[src/rtl/game_pkg.sv]
// game_pkg: shared enums for the game core and its step counter
package game_pkg;
    typedef enum logic [1:0] {
        CTRL_UP_LO = 2'b00,
        CTRL_UP_HI = 2'b01,
        CTRL_DN_LO = 2'b10,
        CTRL_DN_HI = 2'b11
    } ctrl_e;
    typedef enum logic [1:0] {
        WHO_NONE   = 2'b00,
        WHO_LOSER  = 2'b01,
        WHO_WINNER = 2'b10
    } who_e;
    typedef enum logic {
        PLAY = 1'b0,
        OVER = 1'b1
    } state_e;
endpackage

[src/rtl/game_step_counter.sv]
// game_step_counter: wrapping up/down step counter with load and all-ones/zero flags
module game_step_counter
    import game_pkg::*;
#(
    parameter int SIZE    = 4,
    parameter int STEP_LO = 1,
    parameter int STEP_HI = 2
) (
    input  logic            clk,
    input  logic            reset,
    input  logic            clear,
    input  logic            enable,
    input  logic            load,
    input  logic [SIZE-1:0] init_value,
    input  logic [1:0]      control,
    output logic [SIZE-1:0] count,
    output logic            winner,
    output logic            loser
);
    ctrl_e           mode;
    logic [SIZE-1:0] step;
    logic [SIZE-1:0] count_next;
    assign mode = ctrl_e'(control);
    // next count: load wins over stepping; arithmetic wraps modulo 2**SIZE
    always_comb begin
        step       = (mode == CTRL_UP_HI || mode == CTRL_DN_HI) ? SIZE'(STEP_HI) : SIZE'(STEP_LO);
        count_next = load ? init_value :
                     (mode == CTRL_DN_LO || mode == CTRL_DN_HI) ? count - step : count + step;
    end
    // flags describe only the value written on this edge; idle edges clear them
    always_ff @(posedge clk) begin
        if (reset || clear) begin
            count  <= '0;
            winner <= 1'b0;
            loser  <= 1'b0;
        end else if (enable) begin
            count  <= count_next;
            winner <= &count_next;
            loser  <= ~|count_next;
        end else begin
            winner <= 1'b0;
            loser  <= 1'b0;
        end
    end
endmodule

[src/rtl/game_core_p.sv]
// game_core_p: step counter, score keeping and game-over arbiter with restart handshake
module game_core_p
    import game_pkg::*;
#(
    parameter int SIZE      = 4,
    parameter int SCORE_W   = 4,
    parameter int WIN_SCORE = 2**SCORE_W - 1,
    parameter int STEP_LO   = 1,
    parameter int STEP_HI   = 2
) (
    input  logic               clk,
    input  logic               reset,
    input  logic [1:0]         control,
    input  logic               init_load,
    input  logic [SIZE-1:0]    init_value,
    input  logic               restart,
    output logic [SIZE-1:0]    count,
    output logic               winner,
    output logic               loser,
    output logic [SCORE_W-1:0] w_count,
    output logic [SCORE_W-1:0] l_count,
    output logic               gameover,
    output logic [1:0]         who
);
    if (SIZE < 2) begin : g_bad_size
        $error("game_core_p: SIZE must be at least 2");
    end
    if (WIN_SCORE < 1 || WIN_SCORE >= 2**SCORE_W) begin : g_bad_win
        $error("game_core_p: WIN_SCORE out of range");
    end
    if (STEP_LO < 1 || STEP_LO >= 2**SIZE || STEP_HI < 1 || STEP_HI >= 2**SIZE) begin : g_bad_step
        $error("game_core_p: step size out of range");
    end

    localparam logic [SCORE_W:0] WIN = (SCORE_W+1)'(WIN_SCORE);

    state_e state;
    who_e   who_q;
    logic   end_next;
    logic   enable;
    logic   clear;
    assign who = who_q;

    // one extra score bit keeps the +1 compare exact when WIN_SCORE is the max code
    always_comb begin
        end_next = (state == PLAY) &&
                   ((winner && ({1'b0, w_count} + (SCORE_W+1)'(1)) == WIN) ||
                    (loser  && ({1'b0, l_count} + (SCORE_W+1)'(1)) == WIN));
        enable   = (state == PLAY) && !end_next;
        clear    = (state == OVER) && restart;
    end

    game_step_counter #(
        .SIZE    (SIZE),
        .STEP_LO (STEP_LO),
        .STEP_HI (STEP_HI)
    ) u_counter (
        .clk        (clk),
        .reset      (reset),
        .clear      (clear),
        .enable     (enable),
        .load       (init_load),
        .init_value (init_value),
        .control    (control),
        .count      (count),
        .winner     (winner),
        .loser      (loser)
    );

    // scores saturate; the deciding increment lands on the same edge as gameover
    always_ff @(posedge clk) begin
        if (reset || clear) begin
            state    <= PLAY;
            w_count  <= '0;
            l_count  <= '0;
            gameover <= 1'b0;
            who_q    <= WHO_NONE;
        end else if (state == PLAY) begin
            if (winner && {1'b0, w_count} < WIN)
                w_count <= w_count + SCORE_W'(1);
            if (loser && {1'b0, l_count} < WIN)
                l_count <= l_count + SCORE_W'(1);
            if (end_next) begin
                state    <= OVER;
                gameover <= 1'b1;
                who_q    <= winner ? WHO_WINNER : WHO_LOSER;
            end
        end
    end
endmodule

[config.mk]
export PLATFORM = sky130hd
export DESIGN_NAME = game_core_p
export DESIGN_NICKNAME = d
export VERILOG_FILES = /design/src/rtl/game_pkg.sv /design/src/rtl/game_step_counter.sv /design/src/rtl/game_core_p.sv
export SDC_FILE = /design/constraint.sdc
export NUM_CORES = 1
export LEC_CHECK = 0
export ABC_AREA = 1
export CAP_MARGIN = 10
export CORE_MARGIN = 1.5
export CORE_UTILIZATION = 52
export DETAILED_ROUTE_END_ITERATION = 7
export MAX_ROUTING_LAYER = met4
export PLACE_DENSITY = 0.89
export SLEW_MARGIN = 10
export SYNTH_ARGS = -nofsm -noshare
export SYNTH_HDL_FRONTEND = slang
export SYNTH_HIERARCHICAL = 1
export SYNTH_SLANG_ARGS = --single-unit
[constraint.sdc]
create_clock -name clk -period 4.6 [get_ports clk]
set_input_delay 0.69 -clock clk [delete_from_list [all_inputs] [get_ports clk]]
set_output_delay 0.69 -clock clk [all_outputs]
set_load 0.01 [all_outputs]
After elaboration in Yosys (flattened, before gate mapping)

Cells that the tools add are included.

Reductions and logical operators: 19
Bitwise logic cells: 2
Muxes and demuxes: 6
Order comparisons: 2
Add/sub/neg operators: 6
Equality and inequality tests: 5

Operator list:

| operator              | number |
|---|---|
| $add A4 B1 Y5 const B | 2 |
| $eq A5 B4 Y1 const B  | 2 |
| $add A4 B1 Y4 const B | 2 |
| $lt A4 B4 Y1 const B  | 2 |
| $mux W4               | 2 |
| $logic_and A1 B1 Y1   | 7 |
| $reduce_and A2 Y1     | 3 |
| $add A4 B4 Y4         | 1 |
| $eq A2 B2 Y1 const B  | 2 |
| $logic_or A1 B1 Y1    | 4 |
| $mux W2               | 2 |
| $reduce_and A4 Y1     | 1 |
| $reduce_or A4 Y1      | 1 |
| $sub A4 B4 Y4         | 1 |
| $eq A2 B1 Y1 const B  | 1 |
| $logic_not A1 Y1      | 2 |
| $mux W1               | 2 |
| $not A1 Y1            | 2 |
| $reduce_or A2 Y1      | 1 |

Register bits: 18
Output and inout port bits: 17
Bits of input ports: 10
Logic and storage cells: 48

Longest topological paths before layout

Depth after elaboration: 9
Gate-level depth with buffers: 14
Gate-level depth less buffers: 14

Modules after synthesis

Netlist, hierarchy kept.

Modules (own cells, without submodules):

| module            | times used | seq. area each (µm²) | cells an instance | area each (µm²) |
|---|---|---|---|---|
| game_core_p       | 1          | 240.2                | 85                | 663.1 |
| game_step_counter | 1          | 120.1                | 67                | 431.7 |

Worst setup path after synthesis

OpenSTA, ideal clock, no wires.

Path type: input port to flip-flop
Start point: in control[0]
End point: reg u_counter.loser
Buffers on the path: 0
Setup slack: 2,753 ps
Data arrival time: 1,783 ps
Cell stages on the path: 9
Cells stage by stage: inv_1 > ha_1 > fa_1 > nand2_1 > o21ai_2 > inv_2 > nor3_2 > nand2_1 > nor2_1

Longest elaborated chain between the ends: 8

Ends and longest elaborated chain:

| what                                                  | RTL line                                         | RTL |
|---|---|---|
| from (decl)                                           | game_core_p.sv:13                                | `input logic [1:0] control,` |
| $eq A2 B1 Y1 / $eq A2 B2 Y1 (equally long branches)   | game_step_counter.sv:26, game_step_counter.sv:28 |  |
| $logic_or A1 B1 Y1                                    | game_step_counter.sv:26                          | `step = (mode == CTRL_UP_HI \|\| mode == CTRL_DN_HI) ? SIZE'(STEP_HI) : SIZE'(STEP_LO);` |
| $mux W2                                               | game_step_counter.sv:26                          |  |
| $add A4 B4 Y4 / $sub A4 B4 Y4 (equally long branches) | game_step_counter.sv:28                          | `(mode == CTRL_DN_LO \|\| mode == CTRL_DN_HI) ? count - step : count + step;` |
| $mux W4 *                                             | game_step_counter.sv:28                          |  |
| $mux W4 *                                             | game_step_counter.sv:27                          | `count_next = load ? init_value :` |
| $reduce_or A4 Y1 *                                    | game_step_counter.sv:39                          | `loser <= ~\|count_next;` |
| $logic_not A1 Y1 *                                    | game_step_counter.sv:39                          |  |
| to (signal assigned)                                  | game_step_counter.sv:39                          |  |
| to (decl)                                             | game_step_counter.sv:18                          | `output logic loser` |

Mark *: on every way between the ends. The rest lies on a longest branch, timed or not.
A chain may end at the register's enable or synchronous reset.

Worst setup path in the final report

Start point: in control[1]
End point: reg u_counter.loser

Same word-level chain as after synthesis.

==> impl_metrics.sql <==
INSERT INTO impl_metrics (metric_group, metric, value, unit) VALUES
('clock_network', 'cts_root_buf', 'clkbuf_4', ''),
('finish', 'nets', '200', ''),
('worst_setup_path', 'cp.arrival', '2500', 'ps'),
('worst_setup_path', 'highest_fanout_seen_on_the_critical_path', '3', ''),
('run', 'cap_violations', '0', ''),
('logic_synthesis', 'synthesis.instances', '152', ''),
('detailed_routing', 'met1Wirelength', '942', 'um'),
('finish', 'postLayoutCoreUtil', '71.0', '%'),
('logic_synthesis', 'synth_top_cells_by_area', 'dfxtp_1, nand2_1, inv_1', ''),
('worst_setup_path', 'path_class', 'in -> reg', ''),
('detailed_routing', 'drt-total-wl', '2260', 'um'),
('power_and_ir_drop', 'ir_drop', '0.163', 'mV'),
('worst_setup_path', 'timing.critical_path.required', '4830', 'ps'),
('grt', 'vias_in_the_first_global_route', '965', ''),
('sta', 'timing.max_slew.rel_slack', '79.5', '%'),
('logic_synthesis', 'yosys.area_share.xor_xnor', '0.800', '%'),
('clock_network', 'worstSkewPairLatency', '280', 'ps'),
('grt', 'groute.usage.overall', '21.5', '%'),
('sta', 'number_of_hold_violations_in_the_final_report', '0', ''),
('detailed_routing', 'drtIter0Drc', '19', ''),
('logic_synthesis', 'syn_avg_cell_area', '7.20', 'um^2'),
('logic_synthesis', 'syn-num-nets', '170', ''),
('clock_network', 'holdBufCountCts', '0', ''),
('worst_setup_path', 'sort_of_element_at_the_start_of_the_critical_path', 'input pin', ''),
('floorplanning', 'initial_utilization', '55.2', '%'),
('placed_design', 'placement.io_buffers', '26', ''),
('logic_synthesis', 'synth_top_area_share', '32.9', '%'),
('hold_path', 'hold_class', 'reg -> reg', ''),
('floorplanning', 'die_h', '48.9', 'um'),
('clock_network', 'clockBufferDepth', '2', ''),
('sta', 'rsz0062_at_grt', 'false', ''),
('clock_network', 'tritoncts', 'done', ''),
('run_status', 'result_of_the_run', 'finished clean', ''),
('logic_synthesis', 'syn_area', '0.00109', 'mm^2'),
('detailed_routing', 'viasPerCell', '5.08', ''),
('worst_setup_path', 'r2r_slack', '2770', 'ps'),
('detailed_routing', 'top_layer', 'met4', ''),
('clock_network', 'cts.repair.resized', '0', ''),
('grt', 'grt_start_max_net_pins', '11', ''),
('detailed_routing', 'routed-wl-met3', '97', 'um'),
('power_and_ir_drop', 'pwr_density_cell', '232', 'mW/mm^2'),
('clock_network', 'cts.htree.levels', '1', ''),
('logic_synthesis', 'combinational_family_with_the_most_area_after_synthesis', 'simple AND/OR/NAND/NOR gates', ''),
('clock_network', 'postCtsSetupBuffers', '0', ''),
('logic_synthesis', 'ys_types', '26', ''),
('sta', 'hold_slack', '469', 'ps'),
('sta', 'timing.final.crit_period', '2260', 'ps'),
('worst_setup_path', 'timing.critical_path.to_type', 'register', ''),
('logic_synthesis', 'synthesized_area_fraction_occupied_by_ao_oa_aoi_and_oai_cells', '13.8', '%'),
('detailed_routing', 'drc_errors', '0', ''),
('finish', 'antenna-diode-count', '0', ''),
('clock_network', 'clkSlewWorstSetupHoldPaths', '100', 'ps'),
('clock_network', 'clock_sinks', '18', ''),
('detailed_routing', 'drtPass1Iterations', '4', ''),
('grt', 'grt_first_pass_wirelength', '3940', 'um'),
('logic_synthesis', 'yosysTopAreaCell', 'dfxtp_1', ''),
('detailed_routing', 'route.antenna.remaining_nets', '0', ''),
('sta', 'fin_setup_tns', '0', 'ps'),
('worst_setup_path', 'chain_of_cells_forming_the_critical_path', 'clkdlybuf4s50_1, inv_1, nor2_1, inv_1, fa_1, nand2_1, o21ai_2, inv_2, nor3_2, nand2_1, nor2_1', ''),
('detailed_routing', 'wire_per_inst', '10.9', 'um'),
('floorplanning', 'die_x', '48.9', 'um'),
('logic_synthesis', 'postSynthRegisterBits', '18', ''),
('sta', 'final-max-slew-violation-count', '0', ''),
('logic_synthesis', 'post_synth_mux_area_share', '0', '%'),
('finish', 'area_growth', '28.6', '%'),
('logic_synthesis', 'synth_seq_area_share', '32.9', '%'),
('floorplanning', 'die_area', '0.00239', 'mm^2'),
('logic_synthesis', 'yosysWarnings', '6', ''),
('placed_design', 'dp.final_hpwl', '1830', 'um'),
('sta', 'max_clock_freq', '442', 'MHz'),
('sta', 'period_utilization_post_route', '49.2', '%');
==> registers in the layout (all words and copies together) (netlist names) <==
name,cells
who,2
w_count,4
l_count,4
u_counter/loser,1
gameover,1
u_counter/count,4
state,1
u_counter/winner,1
==> metal layers <==
layer	vias to the layer above	GRT usage (%)
met5	-	-
met4	0	5.71
met3	2	2.76
met2	35	40.4
met1	475	23.8
li1	540	-
==> logic make-up after synthesis <==
kind of cell    Yosys count
simple gates             70
flops                    18
fa+ha+maj                 8
xor+xnor                  1
buf+inv                  29
compound gates           26
==> layout make-up <==
class	count	area [um^2]	share of cell area [%]
clock buffers	3	22.5	1.60
inverters	28	105	7.47
multi-input cells	105	626	44.4
flip-flops and latches	18	360	25.6
well taps	27	33.8	2.40
repair buffers	26	260	18.5
==> path summary, 6_finish.rpt <==
path	to	startpoint	cells past startpoint
setup reg to reg	u_counter/winner	l_count[0]	13
hold / removal	who[1]	who[1]	2
setup / recovery	u_counter/loser	control[1]	11
hold reg to reg	who[1]	who[1]	2
==> power breakdown <==
part,switching [W],internal (W)
clock network,0.0000465,0.0000304
registers,0.00000801,0.000163
logic,0.0000408,0.0000371
==> synth_stat cells <==
master / n
a21oi_1: 6
inv_1: 24
nand2_2: 7
nand2_4: 2
nand3_1: 10
o21ai_0: 5
clkbuf_1: 1
dfxtp_1: 18
o21ai_1: 7
nand2_1: 30
a31oi_1: 2
or2_1: 2
a21oi_2: 3
fa_1: 1
nand3_2: 1
nor2_4: 2
nor3_2: 1
xor2_1: 1
nor2_2: 4
nand4_1: 3
o21ai_2: 1
o21a_1: 1
inv_2: 4
o22ai_1: 1
ha_1: 7
nor2_1: 8
==> per-stage QoR <==
| stage | total power, W | area (um^2) | setup slack (ps) | cells |
|---|---|---|---|---|
| floorplan | 0.000218 | 1090 | 2750 | 152 |
| global placement | 0.000247 | 1390 | 2180 | 204 |
| detailed placement | 0.000252 | 1390 | 2060 | 204 |
| CTS | 0.000327 | 1410 | 2360 | 207 |
| global route | 0.000348 | 1410 | 2240 | 207 |
| finish | 0.000326 | 1410 | 2340 | 207 |
==> cell usage in the layout (no fill, tap or decap), drive strengths merged <==
cell,synthesis,layout
o21a,1,1
clkdlybuf4s50,0,26
a21oi,9,9
or2,2,2
nand4,3,3
a31oi,2,2
nand3,11,11
nand2,39,39
fa,1,1
nor2,14,14
clkbuf,1,3
nor3,1,1
o21ai,13,13
inv,28,28
o22ai,1,1
ha,7,7
xor2,1,1
dfxtp,18,18
==> critical path, delay by kind of cell <==
| family | cells | cell delay (ps) |
|---|---|---|
| adders and majority gates | 1 | 520 |
| and+or+nand+nor | 5 | 470 |
| buffers and inverters | 4 | 720 |
| AOI/OAI and AO/OA | 1 | 100 |
(Power assumes the default switching activity.)
